### src/rtl/ifetch_if.sv
// Fetch-unit bus bundle: instruction-memory read channel and decoder issue channel.
// master = ifetch side, slave = memory controller / decoder side.
interface ifetch_if;
    logic        mem_req;
    logic [31:0] mem_addr;
    logic        mem_done;
    logic [31:0] mem_data;
    logic        inst_rdy;
    logic [31:0] inst;
    logic [31:0] inst_PC;
    logic        inst_is_Jump;

    modport master (
        output mem_req, mem_addr, inst_rdy, inst, inst_PC, inst_is_Jump,
        input  mem_done, mem_data
    );

    modport slave (
        input  mem_req, mem_addr, inst_rdy, inst, inst_PC, inst_is_Jump,
        output mem_done, mem_data
    );
endinterface

### src/rtl/ifetch.sv
// Instruction fetch unit: one outstanding word read, JAL redirect, 4-entry issue queue.
// Define BTFN_PREDICT_EN to predict backward conditional branches as taken.
module ifetch (
    input  logic        clk,
    input  logic        rst,
    input  logic        rdy,
    input  logic        rollback,
    input  logic [31:0] rollback_pc,
    input  logic        stall,
    ifetch_if.master    bus
);
    localparam logic [6:0] OP_JAL = 7'b1101111;
`ifdef BTFN_PREDICT_EN
    localparam logic [6:0] OP_BRANCH = 7'b1100011;
`endif

    typedef enum logic [1:0] {IDLE, FETCH, DISCARD} state_t;

    state_t      state_reg;
    logic [31:0] fetch_pc_reg;
    logic [31:0] req_pc_reg;
    logic [1:0]  head_reg;
    logic [1:0]  tail_reg;
    logic [2:0]  count_reg;

    logic [31:0] q_inst [4];
    logic [31:0] q_pc   [4];
    logic [3:0]  q_jump;

    logic        push;
    logic        pop;
    logic [31:0] next_pc;
    logic        pred_jump;
    logic [31:0] j_imm;

    assign j_imm = {{11{bus.mem_data[31]}}, bus.mem_data[31], bus.mem_data[19:12],
                    bus.mem_data[20], bus.mem_data[30:21], 1'b0};

`ifdef BTFN_PREDICT_EN
    logic [31:0] b_imm;
    assign b_imm = {{19{bus.mem_data[31]}}, bus.mem_data[31], bus.mem_data[7],
                    bus.mem_data[30:25], bus.mem_data[11:8], 1'b0};
`endif

    // Static prediction on the word arriving from memory, relative to its own PC.
    always_comb begin
        next_pc   = req_pc_reg + 32'd4;
        pred_jump = 1'b0;
        if (bus.mem_data[6:0] == OP_JAL) begin
            next_pc   = req_pc_reg + j_imm;
            pred_jump = 1'b1;
        end
`ifdef BTFN_PREDICT_EN
        else if (bus.mem_data[6:0] == OP_BRANCH && b_imm[31]) begin
            next_pc   = req_pc_reg + b_imm;
            pred_jump = 1'b1;
        end
`endif
    end

    assign pop  = rdy & ~rollback & ~stall & (count_reg != 3'd0);
    assign push = rdy & ~rollback & (state_reg == FETCH) & bus.mem_done;

    assign bus.inst_rdy     = pop;
    assign bus.inst         = q_inst[head_reg];
    assign bus.inst_PC      = q_pc[head_reg];
    assign bus.inst_is_Jump = q_jump[head_reg];
    assign bus.mem_req      = (state_reg != IDLE);
    assign bus.mem_addr     = req_pc_reg;

    always_ff @(posedge clk or posedge rst) begin
        if (rst) begin
            state_reg    <= IDLE;
            fetch_pc_reg <= '0;
            req_pc_reg   <= '0;
            head_reg     <= '0;
            tail_reg     <= '0;
            count_reg    <= '0;
        end else if (rdy) begin
            if (rollback) begin
                head_reg     <= tail_reg;
                count_reg    <= '0;
                fetch_pc_reg <= rollback_pc;
                // The memory read cannot be cancelled; wait out its response.
                if (state_reg != IDLE)
                    state_reg <= bus.mem_done ? IDLE : DISCARD;
            end else begin
                head_reg  <= head_reg + {1'b0, pop};
                tail_reg  <= tail_reg + {1'b0, push};
                count_reg <= count_reg + {2'b00, push} - {2'b00, pop};
                case (state_reg)
                    IDLE: begin
                        if (count_reg != 3'd4) begin
                            state_reg  <= FETCH;
                            req_pc_reg <= fetch_pc_reg;
                        end
                    end
                    FETCH: begin
                        if (bus.mem_done) begin
                            fetch_pc_reg <= next_pc;
                            state_reg    <= IDLE;
                        end
                    end
                    DISCARD: begin
                        if (bus.mem_done)
                            state_reg <= IDLE;
                    end
                    default: state_reg <= IDLE;
                endcase
            end
        end
    end

    // Queue storage needs no reset: count_reg alone decides what is valid.
    always_ff @(posedge clk) begin
        if (push) begin
            q_inst[tail_reg] <= bus.mem_data;
            q_pc[tail_reg]   <= req_pc_reg;
            q_jump[tail_reg] <= pred_jump;
        end
    end
endmodule

### src/flat_wrapper.sv
// flat-port wrapper written by rule: the top's interface ports become plain ports
module ifetch_flat 
  (clk, rst, rdy, rollback, rollback_pc, stall, bus_mem_req, bus_mem_addr, bus_inst_rdy, bus_inst, bus_inst_PC, bus_inst_is_Jump, bus_mem_done, bus_mem_data);
  ifetch_if bus_i ();
  input  logic clk;
  input  logic rst;
  input  logic rdy;
  input  logic rollback;
  input  logic [31:0] rollback_pc;
  input  logic stall;
  output wire logic [$bits(bus_i.mem_req)-1:0] bus_mem_req;
  output wire logic [$bits(bus_i.mem_addr)-1:0] bus_mem_addr;
  output wire logic [$bits(bus_i.inst_rdy)-1:0] bus_inst_rdy;
  output wire logic [$bits(bus_i.inst)-1:0] bus_inst;
  output wire logic [$bits(bus_i.inst_PC)-1:0] bus_inst_PC;
  output wire logic [$bits(bus_i.inst_is_Jump)-1:0] bus_inst_is_Jump;
  input wire logic [$bits(bus_i.mem_done)-1:0] bus_mem_done;
  input wire logic [$bits(bus_i.mem_data)-1:0] bus_mem_data;
  assign bus_mem_req = bus_i.mem_req;
  assign bus_mem_addr = bus_i.mem_addr;
  assign bus_inst_rdy = bus_i.inst_rdy;
  assign bus_inst = bus_i.inst;
  assign bus_inst_PC = bus_i.inst_PC;
  assign bus_inst_is_Jump = bus_i.inst_is_Jump;
  assign bus_i.mem_done = bus_mem_done;
  assign bus_i.mem_data = bus_mem_data;
  ifetch u_core (.clk(clk), .rst(rst), .rdy(rdy), .rollback(rollback), .rollback_pc(rollback_pc), .stall(stall), .bus(bus_i));
endmodule
### config.mk
export PLATFORM = sky130hd
export DESIGN_NAME = ifetch_flat
export DESIGN_NICKNAME = d
export VERILOG_FILES = /design/src/rtl/ifetch_if.sv /design/src/rtl/ifetch.sv /design/src/flat_wrapper.sv
export SDC_FILE = /design/constraint.sdc
export NUM_CORES = 1
export LEC_CHECK = 0
export ABC_AREA = 0
export CORE_UTILIZATION = 55
export CTS_BUF_LIST = sky130_fd_sc_hd__clkbuf_4 sky130_fd_sc_hd__clkbuf_8 sky130_fd_sc_hd__clkbuf_16
export DETAILED_ROUTE_END_ITERATION = 10
export PLACE_DENSITY = 0.88
export SYNTH_ARGS = -nofsm -noshare
export SYNTH_HDL_FRONTEND = slang
export SYNTH_SLANG_ARGS = --single-unit
### constraint.sdc
create_clock -name clk -period 18.31 [get_ports clk]
set_clock_uncertainty 0.15 [all_clocks]
set_input_delay 4.5775 -clock clk [delete_from_list [all_inputs] [get_ports clk]]
set_output_delay 4.5775 -clock clk [all_outputs]
set_load 0.005 [all_outputs]
# Word-level counts from Yosys, hierarchy flattened
# Memories as Yosys holds them, arrays and structs flattened.
# Cells that the tools add are included.
[classes]
add_sub_neg = 6
multipliers = 0
div_mod_pow = 0
magnitude_cmp = 3
n_eq_ne = 7
n_shift = 0
muxes = 20
bitwise_logic = 7
reduce_logical = 11
[ops]
columns = ["cell", "count"]
rows = [
  ["two-way mux 32 bit", 4],
  ["adder 32 x 3 -> 32 bit, second input constant", 1],
  ["adder 32 bit", 1],
  ["two-way mux 2 bit", 6],
  ["AND reduction 4 bit", 2],
  ["equality test 7 bit, second input constant", 1],
  ["less-than comparator 2 x 3 -> 1 bit, second input constant", 2],
  ["nonzero test 2 bit", 3],
  ["AND 1 bit", 5],
  ["two-way mux 1 bit", 5],
  ["adder 2 x 1 -> 2 bit", 2],
  ["bitwise mux 4 bit", 1],
  ["one-hot mux 2 bit (2 select lines)", 1],
  ["adder 3 x 1 -> 3 bit", 1],
  ["two-way mux 3 bit", 1],
  ["inequality test 3 x 1 -> 1 bit, second input constant", 1],
  ["inequality test 3 x 2 -> 1 bit, second input constant", 1],
  ["inequality test 3 bit, second input constant", 1],
  ["AND reduction 3 bit", 1],
  ["nonzero test 3 bit", 1],
  ["subtractor 3 x 1 -> 3 bit", 1],
  ["binary-select mux 1 bit (select 2 bit)", 1],
  ["demux 1 bit (select 2 bit)", 1],
  ["equality test 2 x 1 -> 1 bit, second input constant", 1],
  ["other kinds (8)", 9],
]
[totals]
reg_bits = 77
latch_bits = 0
mem_bits_rw = 256
mem_bits_ro = 0
inputBits = 70
out_inout_bits = 99
wordCells = 63
n_memories = 2
[mem_list]
columns = ["name", "words", "word_bits", "read_ports", "rd_ports_with_merged_regs", "wr", "line", "source"]
rows = [
  ["u_core.q_inst", 4, 32, 1, 0, 1, "ifetch.sv:26", "logic [31:0] q_inst [4];"],
  ["u_core.q_pc", 4, 32, 1, 0, 1, "ifetch.sv:27", "logic [31:0] q_pc [4];"],
]

# Longest topological paths before layout
[logic_depth]
depth_word = 7
depth_mapped = 15
depth_no_buf = 14

# Least setup slack after synthesis
# OpenSTA, ideal clock, no wires.
[synth_path]
path_kind = "input port to flip-flop"
from = "in rdy"
to = "mem u_core.q_inst[1][0], enable pin"
t_arrival_ns = 10.114
slack_ns = 7.465
cell_stages = 6
n_path_buf = 3
cell_sequence = "clkbuf_1 and2_1 clkbuf_1 nand2_1 clkbuf_8 nor3b_1"
[synth_via]
elab_chain_len = 5
[synth_lines]
columns = ["element", "line", "source"]
rows = [
  ["from (decl)", "flat_wrapper.sv:7", "input logic rdy;"],
  ["AND 1 bit (3 in a row)", "ifetch.sv:62", "assign push = rdy & ~rollback & (state_reg == FETCH) & bus.mem_done;"],
  ["two-way mux 1 bit", "ifetch.sv:116", "if (push) begin"],
  ["two-way mux 1 bit (implied by the code)", "ifetch.sv:117", "q_inst[tail_reg] <= bus.mem_data;"],
  ["to (decl)", "ifetch.sv:26", ""],
]
# No other way between the ends.

# Worst setup path after layout
[layout_path]
from = "in rollback"
to = "out bus_inst_rdy"
[layout_via]
elab_chain_len = 4
[layout_lines]
columns = ["element", "line", "source"]
rows = [
  ["from (decl)", "flat_wrapper.sv:8", "input logic rollback;"],
  ["inverter 1 bit (no source line)", "-", ""],
  ["AND 1 bit (3 in a row)", "ifetch.sv:61", "assign pop = rdy & ~rollback & ~stall & (count_reg != 3'd0);"],
  ["to (decl)", "flat_wrapper.sv:13", "output wire logic [$bits(bus_i.inst_rdy)-1:0] bus_inst_rdy;"],
]
# No other way between the ends.

==> metrics.md <==
| Metric | Value |
|---|---|
| Post-cts sizing count | 0 |
| # H-tree levels | 2 |
| Initial Utilization | around 56% |
| Crit path kind | input port to output pin |
| EDFF count, synth | 260 |
| Port Buffers | roughly 170 |
| Initial antenna violation count | 3 |
| Top-count cell post-synth | edfxtp_1 |
| Post-synth top area share | 52.9% |
| FF-to-FF Start | u_core.bus.mem_addr[5] |
| Max-slew violation count | 0 |
| Power density over the cells | 147 nW/um2 |
| Design area | between 15,000 and 20,000 um2 |
| Top cell type by total area after synthesis | edfxtp_1 |
| Cells on worst reg2reg path | 11 |
| Final core utilization | between 60% and 70% |
| GP Congestion | between 0.8 and 0.9 |
| Failing checks | design-rule violations |
| Die area | 27,500 um2 |
| Slew headroom | 26.2% |
| Static Leak | 6.38 nW |
| Reg2reg end | u_core.fetch_pc_reg[28] |
| Area after DPL | between 15,000 and 20,000 um2 |
| Min cycle time layout | 11.47 ns |
| Starting DRC count in detailed routing | 817 |
| Post-Synthesis Cells | approximately 960 |
| Height of the die | between 150 and 200 um |
| Post-DRT Antenna Nets | 0 |
| Worst R2R Setup Slack | 14.56 ns |
| Worst-Skew Late Latency | a little over 0.5 ns |
| FMAX | approximately 87 MHz |
| Final hold viol count | 0 |
| Largest net degree at the start of global routing | 74 |
| Worst Setup End Kind | output pin |
| Max Root-Sink Buffers | 3 |
| HPWL after DPL | between 20 and 25 mm |
| Postcts setup bufs | 0 |
| Cell area after synthesis | between 10,000 and 15,000 um2 |
| First drt pass iteration count | 8 |
| Ys Warns | 0 |
| Setup TNS | 0 ns |
| IO Pins | around 170 |
| CTS sink cnt | ~330 |
| Worst Hold Slack | between 0.3 and 0.4 ns |
| Final setup viols | 0 |
| Share of cells above drive strength 1 | 16.4% |
| Data arrival time of the worst path | between 6 and 7 ns |
| Die W | 166 um |
| Routed vias | ~9,100 |
| Outcome | complete, but fails checks |
| Hold WC Path Type | flip-flop to flip-flop |
| Core Area | approximately 26,000 um2 |
| Max Cap Viol | 0 |
| Largest registers | u_core.q_inst (128), u_core.q_pc (128) |
| Vias in the first global route | 9,375 |
| Maximum resistive drop on vdd | roughly 0.065 mV |
| Post-synth ARST share | between 20 and 25% |
| Placed Cells incl. Taps | roughly 1,400 |
| Crit-path max FO | between 50 and 60 |
| Most used DFF post-synth | edfxtp_1 |
| Cell variety after synth | 60 |
| Yosys reg bits | approximately 330 |
| Hold Path Stages | 2 |
| Tcrit/Tclk final | 62.6% |
| Drt via density | 6.11 |
| Num CTS Buffers | 34 |
| Hold Crit Start | u_core.fetch_pc_reg[15] |
| Register area share after synthesis | 65.2% |
| Unrepaired setup endpoints after global routing | no |
| Total Routing Usage GR | around 25% |
| Required @ worst endpoint | ~14 ns |
| Worst-path clk slew | about 0.060 ns |
| GR Overflow Total | 0 |
| Number of remaining DRC errors | 11 |
| DR WL/cell | 22.6 um |
| CTS tree | yes |
| Final WL | 33.8 mm |
| Mapped Nets | roughly 1,100 |
| Most frequent cells after synthesis | edfxtp_1, dfrtp_1, mux4_2, nand2_1 |
| Root Buffer | clkbuf_16 |
| P&R area growth vs syn | 21.8% |
| Nets | 1,243 |
| Final std cells w/o fill | 1,497 |
| Startpoint types | input port |
| Hold Buf Count CTS | 0 |
| Worst Tran Pin Value | about 1.1 ns |
| Leading post-synthesis cells by cell area | edfxtp_1, dfrtp_1, mux4_2, ha_1, mux2_2 |
| Mean Syn Cell Area | ~15 um2 |
| Hold path endpoint | u_core.fetch_pc_reg[15] |
| First-pass GRT wire length | roughly 53 mm |
| Rows | 59 |
[where the power goes]
group / switching [mW] / total [mW] / internal, mW / leakage, nW
clock network: 0.277 / 0.717 / 0.440 / 0.582
logic: 0.355 / 0.808 / 0.453 / 2.54
registers: 0.169 / 1.12 / 0.953 / 3.26
total: 0.800 / 2.65 / 1.85 / 6.38
[kinds of logic after synthesis]
| family | count (synthesis) | share of synthesized area (%) |
|---|---|---|
| mux | 105 | 12.9 |
| buf+inv | 59 | 1.62 |
| fa+ha+maj | 39 | 3.40 |
| xor+xnor | 53 | 3.14 |
| flops | 333 | 65.2 |
| simple gates | 190 | 6.18 |
| compound gates | 180 | 7.55 |
[worst max-delay path by stage]
stage / startpoint / end / slack (ns)
finish: rollback / bus_inst_rdy / 6.84
global route: rollback / bus_inst_rdy / 6.67
CTS: rdy / bus_inst_rdy / 6.89
detailed placement: rdy / bus_inst_rdy / 6.92
global placement: rdy / bus_inst_rdy / 6.97
floorplan: rdy / u_core.q_inst[1][0] / 7.46
[cells in the final DEF, fill, tap and decap left out, drive strengths merged, types with 21 or more instances in the layout]
cell type / count
inv: 21
mux4: 65
o21ai: 55
clkbuf: 44
nor2: 45
edfxtp: 260
dfrtp: 73
xnor2: 27
ha: 37
xor2: 26
clkdlybuf4s50: 167
a21oi: 57
nand2: 63
mux2: 31
[through the flow]
| stage | power [mW] | setup WS [ns] |
|---|---|---|
| floorplan | 1.57 | 7.46 |
| global placement | 1.90 | 6.97 |
| detailed placement | 1.93 | 6.92 |
| CTS | 2.66 | 6.89 |
| global route | 2.77 | 6.67 |
| finish | 2.65 | 6.84 |
[routing by layer]
metal / wire length, um / track usage, % / vias to the layer above / part of all wire [%]
li1: - / - / 4087 / -
met1: 14000 / 34.3 / 4636 / 41
met2: 16900 / 42.3 / 372 / 50
met5: 0 / 0 / - / 0
met4: 745 / 7.60 / 0 / 2.2
met3: 2120 / 4.03 / 54 / 6.3
[layout make-up]
type	instances	area, um2
diodes	3	7.51
clock buffers	44	956
clock inverters	17	215
fillers	1702	8210
inverters	20	75.1
multi-input cells	567	4930
flip-flops and latches	333	9640
well taps	335	419
repair buffers	178	1750
[critical path, stage by stage]
cell,delay (ns)
buf_2,0.81
inv_1,0.46
nand2_1,0.28
nor3_1,0.13
clkdlybuf4s50_1,0.47
Note: power is estimated with default switching activity, not from simulation.
